`src/rtl/fpu_share_arbiter_if.sv`:
```
// rtl/fpu_share_arbiter_if.sv - requester and FPU issue/return bundle for fpu_share_arbiter
// slave is the arbiter's view; master is the requester/FPU side.
interface fpu_share_arbiter_if #(
   parameter int N   = 4,
   parameter int NX  = 8,
   parameter int NM  = 23,
   parameter int OPW = 3
);
   localparam int W = 1 + NX + NM;

   logic [N-1:0]     req_valid;
   logic [N-1:0]     req_ready;
   logic [N*OPW-1:0] req_op;
   logic [N*W-1:0]   req_a;
   logic [N*W-1:0]   req_b;
   logic [N-1:0]     rsp_valid;
   logic [W-1:0]     rsp_res;
   logic             fpu_in_valid;
   logic [OPW-1:0]   fpu_op;
   logic [W-1:0]     fpu_a;
   logic [W-1:0]     fpu_b;
   logic             fpu_out_valid;
   logic [W-1:0]     fpu_res;

   modport slave (
      input  req_valid, req_op, req_a, req_b, fpu_out_valid, fpu_res,
      output req_ready, rsp_valid, rsp_res, fpu_in_valid, fpu_op, fpu_a, fpu_b
   );

   modport master (
      output req_valid, req_op, req_a, req_b, fpu_out_valid, fpu_res,
      input  req_ready, rsp_valid, rsp_res, fpu_in_valid, fpu_op, fpu_a, fpu_b
   );
endinterface

```
`src/rtl/fpu_share_arbiter.sv`:
```
// rtl/fpu_share_arbiter.sv - round-robin sharing of one pipelined FPU among N requesters
// Optional FPU_ARB_STATS_EN adds stat_issued/stat_stall counters.
module fpu_share_arbiter #(
   parameter int N       = 4,
   parameter int NX      = 8,
   parameter int NM      = 23,
   parameter int OPW     = 3,
   parameter int LAT     = 4,
   parameter int MAX_OUT = 2
) (
   input  logic               clk,
   input  logic               rst_n,
   fpu_share_arbiter_if.slave bus,
   input  logic               drain_req,
   output logic               drain_done,
   output logic               err
`ifdef FPU_ARB_STATS_EN
   ,
   output logic [31:0]        stat_issued,
   output logic [31:0]        stat_stall
`endif
);
   localparam int W   = 1 + NX + NM;
   localparam int IDW = $clog2(N);
   localparam int CW  = $clog2(MAX_OUT + 1);

   typedef enum logic [1:0] {RUN, DRAIN, IDLE} state_t;

   state_t           state, state_nxt;
   logic [IDW-1:0]   ptr;
   logic [CW-1:0]    cnt [N];
   logic [N-1:0]     eligible;
   logic [N-1:0]     grant;
   logic [IDW-1:0]   gid;
   logic             found;
   logic [IDW-1:0]   iss_id;
   logic [LAT-1:0]   tag_v;
   logic [IDW-1:0]   tag_id [LAT];
   logic             rsp_hit;
   logic             pipe_empty;

   // rst_n gates eligibility so req_ready is already low while reset is held
   always_comb begin
      eligible = '0;
      for (int i = 0; i < N; i++) begin
         eligible[i] = rst_n && (state == RUN) && !drain_req && bus.req_valid[i]
                       && (cnt[i] < CW'(MAX_OUT));
      end
   end

   always_comb begin
      found = 1'b0;
      gid   = '0;
      for (int k = 1; k <= N; k++) begin
         if (!found && eligible[(int'(ptr) + k) % N]) begin
            found = 1'b1;
            gid   = IDW'((int'(ptr) + k) % N);
         end
      end
      grant = found ? (N'(1) << gid) : '0;
   end

   assign bus.req_ready = grant;
   assign rsp_hit       = bus.fpu_out_valid && tag_v[LAT-1];
   assign pipe_empty    = !(|tag_v) && !bus.fpu_in_valid;
   assign drain_done    = (state == IDLE);

   always_ff @(posedge clk or negedge rst_n) begin
      if (!rst_n) begin
         bus.fpu_in_valid <= 1'b0;
         bus.fpu_op       <= '0;
         bus.fpu_a        <= '0;
         bus.fpu_b        <= '0;
         iss_id           <= '0;
         ptr              <= IDW'(N - 1);
      end else begin
         bus.fpu_in_valid <= found;
         if (found) begin
            bus.fpu_op <= bus.req_op[int'(gid)*OPW +: OPW];
            bus.fpu_a  <= bus.req_a[int'(gid)*W +: W];
            bus.fpu_b  <= bus.req_b[int'(gid)*W +: W];
            iss_id     <= gid;
            ptr        <= gid;
         end
      end
   end

   // Tag pipe tracks the FPU's fixed latency; its tail lines up with fpu_out_valid.
   always_ff @(posedge clk or negedge rst_n) begin
      if (!rst_n) begin
         tag_v         <= '0;
         bus.rsp_valid <= '0;
         bus.rsp_res   <= '0;
         err           <= 1'b0;
         for (int j = 0; j < LAT; j++) tag_id[j] <= '0;
      end else begin
         tag_v[0]  <= bus.fpu_in_valid;
         tag_id[0] <= iss_id;
         for (int j = 1; j < LAT; j++) begin
            tag_v[j]  <= tag_v[j-1];
            tag_id[j] <= tag_id[j-1];
         end
         bus.rsp_valid <= rsp_hit ? (N'(1) << tag_id[LAT-1]) : '0;
         if (rsp_hit) bus.rsp_res <= bus.fpu_res;
         if (bus.fpu_out_valid != tag_v[LAT-1]) err <= 1'b1;
      end
   end

   always_ff @(posedge clk or negedge rst_n) begin
      if (!rst_n) begin
         for (int i = 0; i < N; i++) cnt[i] <= '0;
      end else begin
         for (int i = 0; i < N; i++) begin
            case ({grant[i], bus.rsp_valid[i]})
               2'b10:   cnt[i] <= cnt[i] + CW'(1);
               2'b01:   cnt[i] <= cnt[i] - CW'(1);
               default: cnt[i] <= cnt[i];
            endcase
         end
      end
   end

   always_ff @(posedge clk or negedge rst_n) begin
      if (!rst_n) state <= RUN;
      else        state <= state_nxt;
   end

   // The response register needs no emptiness test: it only refills from the tag pipe.
   always_comb begin
      state_nxt = state;
      case (state)
         RUN:     if (drain_req) state_nxt = DRAIN;
         DRAIN:   if (!drain_req) state_nxt = RUN;
                  else if (pipe_empty) state_nxt = IDLE;
         IDLE:    if (!drain_req) state_nxt = RUN;
         default: state_nxt = RUN;
      endcase
   end

`ifdef FPU_ARB_STATS_EN
   always_ff @(posedge clk or negedge rst_n) begin
      if (!rst_n) begin
         stat_issued <= '0;
         stat_stall  <= '0;
      end else if (state != IDLE) begin
         if (bus.fpu_in_valid) stat_issued <= stat_issued + 32'd1;
         if ((|bus.req_valid) && !found) stat_stall <= stat_stall + 32'd1;
      end
   end
`else
   // statistics counters are not built in this configuration
`endif
endmodule

```
`src/flat_wrapper.sv`:
```
// flat-port wrapper written by rule: the top's interface ports become plain ports
module fpu_share_arbiter_flat 
#(
   parameter int N       = 4,
   parameter int NX      = 8,
   parameter int NM      = 23,
   parameter int OPW     = 3,
   parameter int LAT     = 4,
   parameter int MAX_OUT = 2
)
  (clk, rst_n, drain_req, drain_done, err, bus_req_valid, bus_req_op, bus_req_a, bus_req_b, bus_fpu_out_valid, bus_fpu_res, bus_req_ready, bus_rsp_valid, bus_rsp_res, bus_fpu_in_valid, bus_fpu_op, bus_fpu_a, bus_fpu_b);
  fpu_share_arbiter_if #(.N(N), .NX(NX), .NM(NM), .OPW(OPW)) bus_i ();
  input  logic clk;
  input  logic rst_n;
  input  logic drain_req;
  output logic drain_done;
  output logic err;
  input wire logic [$bits(bus_i.req_valid)-1:0] bus_req_valid;
  input wire logic [$bits(bus_i.req_op)-1:0] bus_req_op;
  input wire logic [$bits(bus_i.req_a)-1:0] bus_req_a;
  input wire logic [$bits(bus_i.req_b)-1:0] bus_req_b;
  input wire logic [$bits(bus_i.fpu_out_valid)-1:0] bus_fpu_out_valid;
  input wire logic [$bits(bus_i.fpu_res)-1:0] bus_fpu_res;
  output wire logic [$bits(bus_i.req_ready)-1:0] bus_req_ready;
  output wire logic [$bits(bus_i.rsp_valid)-1:0] bus_rsp_valid;
  output wire logic [$bits(bus_i.rsp_res)-1:0] bus_rsp_res;
  output wire logic [$bits(bus_i.fpu_in_valid)-1:0] bus_fpu_in_valid;
  output wire logic [$bits(bus_i.fpu_op)-1:0] bus_fpu_op;
  output wire logic [$bits(bus_i.fpu_a)-1:0] bus_fpu_a;
  output wire logic [$bits(bus_i.fpu_b)-1:0] bus_fpu_b;
  assign bus_i.req_valid = bus_req_valid;
  assign bus_i.req_op = bus_req_op;
  assign bus_i.req_a = bus_req_a;
  assign bus_i.req_b = bus_req_b;
  assign bus_i.fpu_out_valid = bus_fpu_out_valid;
  assign bus_i.fpu_res = bus_fpu_res;
  assign bus_req_ready = bus_i.req_ready;
  assign bus_rsp_valid = bus_i.rsp_valid;
  assign bus_rsp_res = bus_i.rsp_res;
  assign bus_fpu_in_valid = bus_i.fpu_in_valid;
  assign bus_fpu_op = bus_i.fpu_op;
  assign bus_fpu_a = bus_i.fpu_a;
  assign bus_fpu_b = bus_i.fpu_b;
  fpu_share_arbiter #(.N(N), .NX(NX), .NM(NM), .OPW(OPW), .LAT(LAT), .MAX_OUT(MAX_OUT)) u_core (.clk(clk), .rst_n(rst_n), .bus(bus_i), .drain_req(drain_req), .drain_done(drain_done), .err(err));
endmodule
```
`config.mk`:
```
export PLATFORM = sky130hd
export DESIGN_NAME = fpu_share_arbiter_flat
export DESIGN_NICKNAME = d
export VERILOG_FILES = /design/src/rtl/fpu_share_arbiter_if.sv /design/src/rtl/fpu_share_arbiter.sv /design/src/flat_wrapper.sv
export SDC_FILE = /design/constraint.sdc
export NUM_CORES = 1
export LEC_CHECK = 0
export ABC_AREA = 1
export BUFFER_PORTS_ARGS = -buffer_cell sky130_fd_sc_hd__clkbuf_2
export CORE_AREA = 5 5 159 161
export DETAILED_ROUTE_END_ITERATION = 8
export DIE_AREA = 0 0 164 166
export GPL_TIMING_DRIVEN = 0
export HOLD_SLACK_MARGIN = 0.02
export PLACE_DENSITY = 0.63
export RECOVER_POWER = 100
export SLEW_MARGIN = 25
export SYNTH_ARGS = -nofsm -noshare
export SYNTH_HDL_FRONTEND = slang
export SYNTH_SLANG_ARGS = --single-unit
export TNS_END_PERCENT = 30
```
`constraint.sdc`:
```
create_clock -name clk -period 3.5 [get_ports clk]
set_clock_uncertainty 0.2 [all_clocks]
set_input_delay 0.175 -clock clk [delete_from_list [all_inputs] [get_ports clk]]
set_output_delay 0.175 -clock clk [all_outputs]
set_load 0.005 [all_outputs]
```
==> summary.json, run 1 <==
{
  "status": {
    "run_status": "finished, violations left",
    "violations": "capacitance limit, slew limit"
  },
  "synth": {
    "post_synth_main_area_contributors": "dfrtp_1 (37%), nand2_1 (22%), inv_1 (12%)",
    "synth_fa_ha_area_share_pct": 0.7079,
    "yosysWarnings": 0,
    "synthTopCellsByCount": "nand2_1 (526), inv_1 (280), nand3_1 (146), nand4_1 (137), dfrtp_1 (129)",
    "synth_xor_xnor_area_share_pct": 1.104,
    "synth_simple_gate_area_share_pct": 42.93,
    "netlist.area_leader.share_pct": 36.53,
    "netlist_instances": 1386,
    "synth_seq_area_share_pct": 37.12,
    "post_synth_mux_area_share_pct": 0,
    "synth-edff-count": 0,
    "synthesis.area_um2": 8837,
    "postSynth.topFlopCell": "dfrtp_1",
    "syn-num-nets": 1699,
    "synth_top_family_by_area": "simple AND/OR/NAND/NOR gates",
    "synthDistinctLibCells": 31,
    "average_cell_area_after_synthesis_um2": 6.376,
    "compound_cell_area_share_of_the_yosys_netlist_pct": 0.8212,
    "ys_ff_latch": 131,
    "ys_async_sr_fraction_pct": 100.0,
    "yosysTopAreaCell": "dfrtp_1",
    "synth_most_common_cell": "nand2_1"
  },
  "drt": {
    "routed_wire_length_per_instance_um": 16.41,
    "ant_nets": 0,
    "drt_first_pass_iters": 6,
    "vias": 11790,
    "avgViaCountPerCell": 4.912,
    "dr.first_iter.drc_count": 874,
    "drt_drc_violations_left": 0,
    "postRouteWirelength_mm": 39.39
  },
  "cts": {
    "clock_tree_from_tritoncts": "yes",
    "clock_latency_ns": 0.41,
    "clkSinkCount": 131,
    "clkTransAtPathRegs_ns": 0.07,
    "htree_levels": 4,
    "cts_setup_buffers": 0,
    "clockRootBuffer": "clkbuf_16",
    "cts_max_path_buffers": 2,
    "cts_buffers": 17
  },
  "layout": {
    "final_net_count": 2373,
    "share_of_final_layout_standard_cells_stronger_than_drive_strength_1_pct": 21.85,
    "area.growth.synth_to_final_pct": 61.60,
    "final_design_area_no_fill_um2": 14280,
    "fillerInstances": 2335
  },
  "sta": {
    "max-slew-margin-rel_pct": -14.96,
    "setup_viol": 0,
    "layout_worst_path_cycle_share_pct": 94.66,
    "max_freq_ghz": 0.3018,
    "tightest_slew_ns": 1.724,
    "grt_setup_unrepaired": "true",
    "minimum_period_implied_by_the_final_worst_setup_slack_ns": 3.313,
    "finalHoldViolCount": 0,
    "setup_slack_ns": 0.1870,
    "slew_violations": 131
  },
  "placement": {
    "io_buffers": 417,
    "routabilityCongestion": 0.9611,
    "post_dp_cell_area_um2": 11370,
    "dpl.hpwl_mm": 28.59,
    "dp_worst_setup_slack_ns": -0.4607
  },
  "global_routing": {
    "grt_overflow_total": 0,
    "grt_antenna_before_repair": 9,
    "grt_util_all_layers_pct": 28.41,
    "grt_first_pass_wirelength_mm": 61.69,
    "first_global_vias": 12070,
    "grt_start_max_net_pins": 69
  },
  "setup_path": {
    "critical_path.cell_chain": "buf_2 -> xnor2_4 -> inv_2 -> nand3_2 -> nand2_2 -> inv_2 -> nand4_1 -> nand2_1 -> inv_2 -> nand2_4 -> clkbuf_1 -> nand3_1 -> dlygate4sd3_1 -> nand2_1 -> nand2_1 -> nand2_1",
    "crit_path_start_kind": "flip-flop",
    "worstPathArrival_ns": 3.47,
    "slowest_stage": "dlygate4sd3_1",
    "critical-path-max-stage-delay_ns": 0.61,
    "worst_ep_required_time_ns": 3.66,
    "setup.worst_path.end_class": "flip-flop",
    "cpMostUsedCell": "nand2_1",
    "critical_path_class": "flip-flop to flip-flop",
    "worst-path-max-fanout": 10
  },
  "floorplan": {
    "core_region_area_um2": 23820,
    "initial_core_util_pct": 37.10,
    "floorplan.die.height_um": 166,
    "ios": 418,
    "die_width_um": 164,
    "num_rows": 57,
    "design.die.area_um2": 27220
  },
  "power": {
    "p_leak_uw": 0.008276,
    "power_per_cell_area_nw_per_um2": 1374,
    "vdd_drop_max_mv": 0.5985
  },
  "job": {
    "drv_cap": 2
  },
  "min_path": {
    "timing.hold.worst.class": "primary input to flip-flop"
  }
}
worst max-delay path: cells and delay by family (launching register included):
family / cells / cell delay, ns
buffers and inverters: 6 / 1.53
and+or+nand+nor: 9 / 0.85
xor gates and xnor gates: 1 / 0.16
DFF: 1 / 0.51
kinds of logic (layout without fill, tap and decap cells):
family / Yosys count / in the layout
xor gates and xnor gates: 9 / 9
and+or+nand+nor: 843 / 843
buffers and inverters: 384 / 1071
other: 0 / 3
DFF: 131 / 131
adders and majority gates: 5 / 5
AOI/OAI and AO/OA: 14 / 14
report_power, final:
part           switching, uW  internal (uW)
Sequential               420           2370
Clock                    791           1020
Combinational           8800           6220
Total                  10000           9610
sequential cells by signal, indices dropped and copies added, names as in the netlist, 3 cells and up:
| signal | flops |
|---|---|
| u_core.cnt | 8 |
| u_core.bus.rsp_res | 32 |
| u_core.tag_id | 8 |
| u_core.bus.fpu_a | 32 |
| u_core.bus.rsp_valid | 4 |
| u_core.bus.fpu_op | 3 |
| u_core.tag_v | 4 |
| u_core.bus.fpu_b | 32 |
layout by cell type (no fill, tap or decap), types with 6 or more instances in the layout:
master and count:
nand3_1 145, nand4_1 137, buf_2 34, a21oi_1 7
dlygate4sd3_1 235, clkbuf_4 16, inv_2 8, nor3_1 6
nand2_1 526, clkbuf_2 337, dfrtp_1 129, clkbuf_16 17
inv_1 280, nor2_1 12, clkbuf_1 115, xnor2_1 8
per-stage QoR:
step | hold WS (ns) | util, % | total power [uW] | cells | setup TNS, ns
after floorplan | -0.3206 | - | 11140 | 1386 | 0
after global placement | 0.1332 | 47.56 | 14890 | 2127 | -175.64
after detailed placement | -0.002640 | 47.72 | 15090 | 2128 | -2.250
after CTS | 0.02024 | 60.49 | 19350 | 2398 | 0
after global routing | 0.06033 | 59.94 | 21450 | 2399 | -0.04131
final | 0.02769 | 59.95 | 19620 | 2400 | 0
final timing paths:
path | start | end | slack [ns] | depth (start not counted)
max | u_core.ptr[1]$_DFFE_PN1P_ | u_core.bus.fpu_b[14]$_DFFE_PN0P_ | 0.19 | 16
max reg2reg | u_core.ptr[1]$_DFFE_PN1P_ | u_core.bus.fpu_b[14]$_DFFE_PN0P_ | 0.19 | 16
max in group asynchronous | rst_n | u_core.bus.fpu_b[1]$_DFFE_PN0P_ | 0.94 | 5
min | bus_req_a[103] | u_core.bus.fpu_a[7]$_DFFE_PN0P_ | 0.03 | 7
min reg2reg | u_core.tag_id[7]$_DFF_PN0_ | u_core.tag_id[5]$_DFF_PN0_ | 0.15 | 0
min in group asynchronous | rst_n | u_core.ptr[1]$_DFFE_PN1P_ | 0.64 | 4
timing repair:
item / in CTS / in global routing
endpoints found under the hold margin: 230 / 0
hold buffers: 238 / 0
resized for setup: 2 / 33
setup endpoints to repair: 2 / 62
area by class of cell:
cell class | count | area, um^2 | share of cell area, %
repair buffers | 656 | 4374 | 30.63
inverters | 289 | 1085 | 7.596
multi-input cells | 871 | 4041 | 28.30
clock buffers | 17 | 425.4 | 2.979
diodes | 3 | 7.507 | 0.05257
plain buffers | 94 | 495.5 | 3.469
flip-flops and latches | 131 | 3281 | 22.97
well taps | 324 | 405.4 | 2.839
clock inverters | 15 | 166.4 | 1.165
per-layer routing:
metal / up-vias / track usage (%) / wire length [um] / share of wire (%)
li1: 5617 / - / - / -
met1: 5365 / 34.52 / 15240 / 39
met2: 639 / 47.56 / 18890 / 48
met3: 154 / 6.304 / 3296 / 8.4
met4: 14 / 13.49 / 1870 / 4.7
met5: - / 0 / 86 / 0.22
Power figures use the tool's default switching activity.
==> inputs of run 2 (changes only) <==
REMOVE_ABC_BUFFERS = 1   (was not set)
==> run 2 against run 1 <==
The flow now finishes without violations. Global-route usage is 0.39 points lower. Cell area is 3.7% higher. Register-to-register slack worse by 0.05 ns. Clock power is 4% lower. Combinational power is 5% lower. Hold slack worse by 0.0025 ns.
==> summary.json, run 2 (synthesis results as in run 1) <==
{
  "status": {
    "run_status": "finished, final reports clean"
  },
  "setup_path": {
    "critical_path_class": "flip-flop to flip-flop",
    "worst-path-max-fanout": 18,
    "crit_path_start_kind": "flip-flop",
    "setup.worst_path.end_class": "flip-flop",
    "worst_ep_required_time_ns": 3.67,
    "worstPathArrival_ns": 3.53,
    "worst-r2r-setup-slack_ns": 0.14
  },
  "sta": {
    "slew_violations": 0,
    "holdWs_ns": 0.02517,
    "minimum_period_implied_by_the_final_worst_setup_slack_ns": 3.365,
    "setup_slack_ns": 0.1351,
    "layout_worst_path_cycle_share_pct": 96.14,
    "max-slew-margin-rel_pct": 2.269,
    "setup_viol": 0,
    "max_freq_ghz": 0.2972,
    "grt_setup_unrepaired": "true",
    "tightest_slew_ns": 1.466,
    "finalHoldViolCount": 0
  },
  "global_routing": {
    "grt_first_pass_wirelength_mm": 61.59,
    "grt_start_max_net_pins": 76,
    "met3_usage_pct": 7.024,
    "grt.busiest_layer": "met2",
    "grt_overflow_total": 0,
    "groute.layer.met1.usage_pct": 31.74,
    "grt_antenna_before_repair": 0,
    "groute.layer.met2.usage_pct": 47.20,
    "grt_util_all_layers_pct": 28.02,
    "first_global_vias": 12280
  },
  "cts": {
    "clkTransAtPathRegs_ns": 0.06,
    "clockRootBuffer": "clkbuf_16",
    "htree_levels": 4,
    "clkSinkCount": 131,
    "clock_tree_from_tritoncts": "yes",
    "clock_latency_ns": 0.42,
    "cts_buffers": 17,
    "cts_max_path_buffers": 2
  },
  "floorplan": {
    "ios": 418,
    "num_rows": 57,
    "design.die.area_um2": 27220,
    "initial_core_util_pct": 37.10,
    "core_region_area_um2": 23820,
    "die_width_um": 164,
    "floorplan.die.height_um": 166
  },
  "layout": {
    "layout.core_utilization_pct": 62.19,
    "fillerInstances": 2118,
    "largestRegisters": "u_core.bus.fpu_a x32, u_core.bus.fpu_b x32, u_core.bus.rsp_res x32",
    "final_net_count": 2358,
    "area.growth.synth_to_final_pct": 67.62,
    "mostFrequentLayoutCell": "nand2_1",
    "most-common-layout-cells": "nand2_1 (526), clkbuf_2 (318), inv_1 (281), dlygate4sd3_1 (281), nand3_1 (145)",
    "final_design_area_no_fill_um2": 14810,
    "num_antenna_cells": 0,
    "share_of_final_layout_standard_cells_stronger_than_drive_strength_1_pct": 20.02
  },
  "placement": {
    "post_dp_cell_area_um2": 11280,
    "routabilityCongestion": 0.8762,
    "dpl.hpwl_mm": 22.54,
    "dp_worst_setup_slack_ns": -0.9066,
    "io_buffers": 417
  },
  "drt": {
    "postRouteWirelength_mm": 39.23,
    "vias": 11830,
    "routed_wire_length_per_instance_um": 16.47,
    "drt_drc_violations_left": 0,
    "avgViaCountPerCell": 4.968,
    "ant_nets": 0,
    "drt_first_pass_iters": 7,
    "dr.first_iter.drc_count": 932
  },
  "job": {
    "drv_cap": 0
  },
  "power": {
    "power_per_cell_area_nw_per_um2": 1263,
    "vdd_drop_max_mv": 0.7689,
    "p_leak_uw": 0.008497
  },
  "min_path": {
    "timing.hold.worst.class": "primary input to flip-flop"
  }
}
run 2: cell type report:
class	instances	area (um^2)	area share (%)
multi-input cells	877	4128	27.87
flip-flops and latches	131	3284	22.17
clock buffers	18	429.2	2.897
inverters	289	1092	7.374
repair buffers	729	5325	35.95
well taps	324	405.4	2.737
clock inverters	14	148.9	1.005
run 2: worst paths after layout:
kind | end | cells after the start | startpoint
setup / recovery | u_core.bus.fpu_a[12]$_DFFE_PN0P_ | 14 | u_core.ptr[0]$_DFFE_PN1P_
hold / removal | u_core.bus.fpu_a[26]$_DFFE_PN0P_ | 7 | bus_req_a[90]
setup reg to reg | u_core.bus.fpu_a[12]$_DFFE_PN0P_ | 14 | u_core.ptr[0]$_DFFE_PN1P_
hold reg to reg | u_core.tag_id[2]$_DFF_PN0_ | 0 | u_core.tag_id[4]$_DFF_PN0_
max in group asynchronous | u_core.bus.fpu_a[7]$_DFFE_PN0P_ | 4 | rst_n
min in group asynchronous | u_core.tag_v[3]$_DFF_PN0_ | 3 | rst_n
run 2: routing by layer:
layer  wire (um)  part of all wire (%)
met2       18800                    48
met5           0                     0
met4        2492                   6.4
met1       14650                    37
met3        3288                   8.4
run 2: power breakdown:
| part | internal, uW | switching [uW] | leakage [uW] | total, uW |
|---|---|---|---|---|
| clock | 1000 | 742 | 0.000269 | 1740 |
| combinational | 5460 | 8700 | 0.00666 | 14200 |
| sequential | 2380 | 422 | 0.00157 | 2800 |
| total | 8840 | 9870 | 0.00850 | 18700 |
run 2: worst max-delay path: stages (launching register included):
cell	delay, ns
dfstp_4	0.70
inv_2	0.13
nand2_1	0.14
nand3_1	0.13
nand2_2	0.11
inv_2	0.12
nand4_1	0.10
nand2_1	0.11
nor2_4	0.47
buf_16	0.22
nand3_1	0.08
dlygate4sd3_1	0.56
nand2_1	0.11
nand2_1	0.06
nand2_1	0.06
run 2: timing repair:
action,in CTS,in global routing
resized for setup,3,7
endpoints found under the setup margin,63,25
cloned,6,3
endpoints found under the hold margin,178,0
hold buffers,282,0
setup buffers,6,6
pin swaps,3,4
run 2: per-stage QoR:
step / total power (uW) / std cells / TNS [ns]
global route: 20380 / 2382 / -0.04105
global placement: 11730 / 2032 / -471.61
CTS: 18000 / 2373 / 0
floorplan: 10390 / 1291 / -102.11
detailed placement: 14840 / 2047 / -24.98
finish: 18710 / 2382 / 0
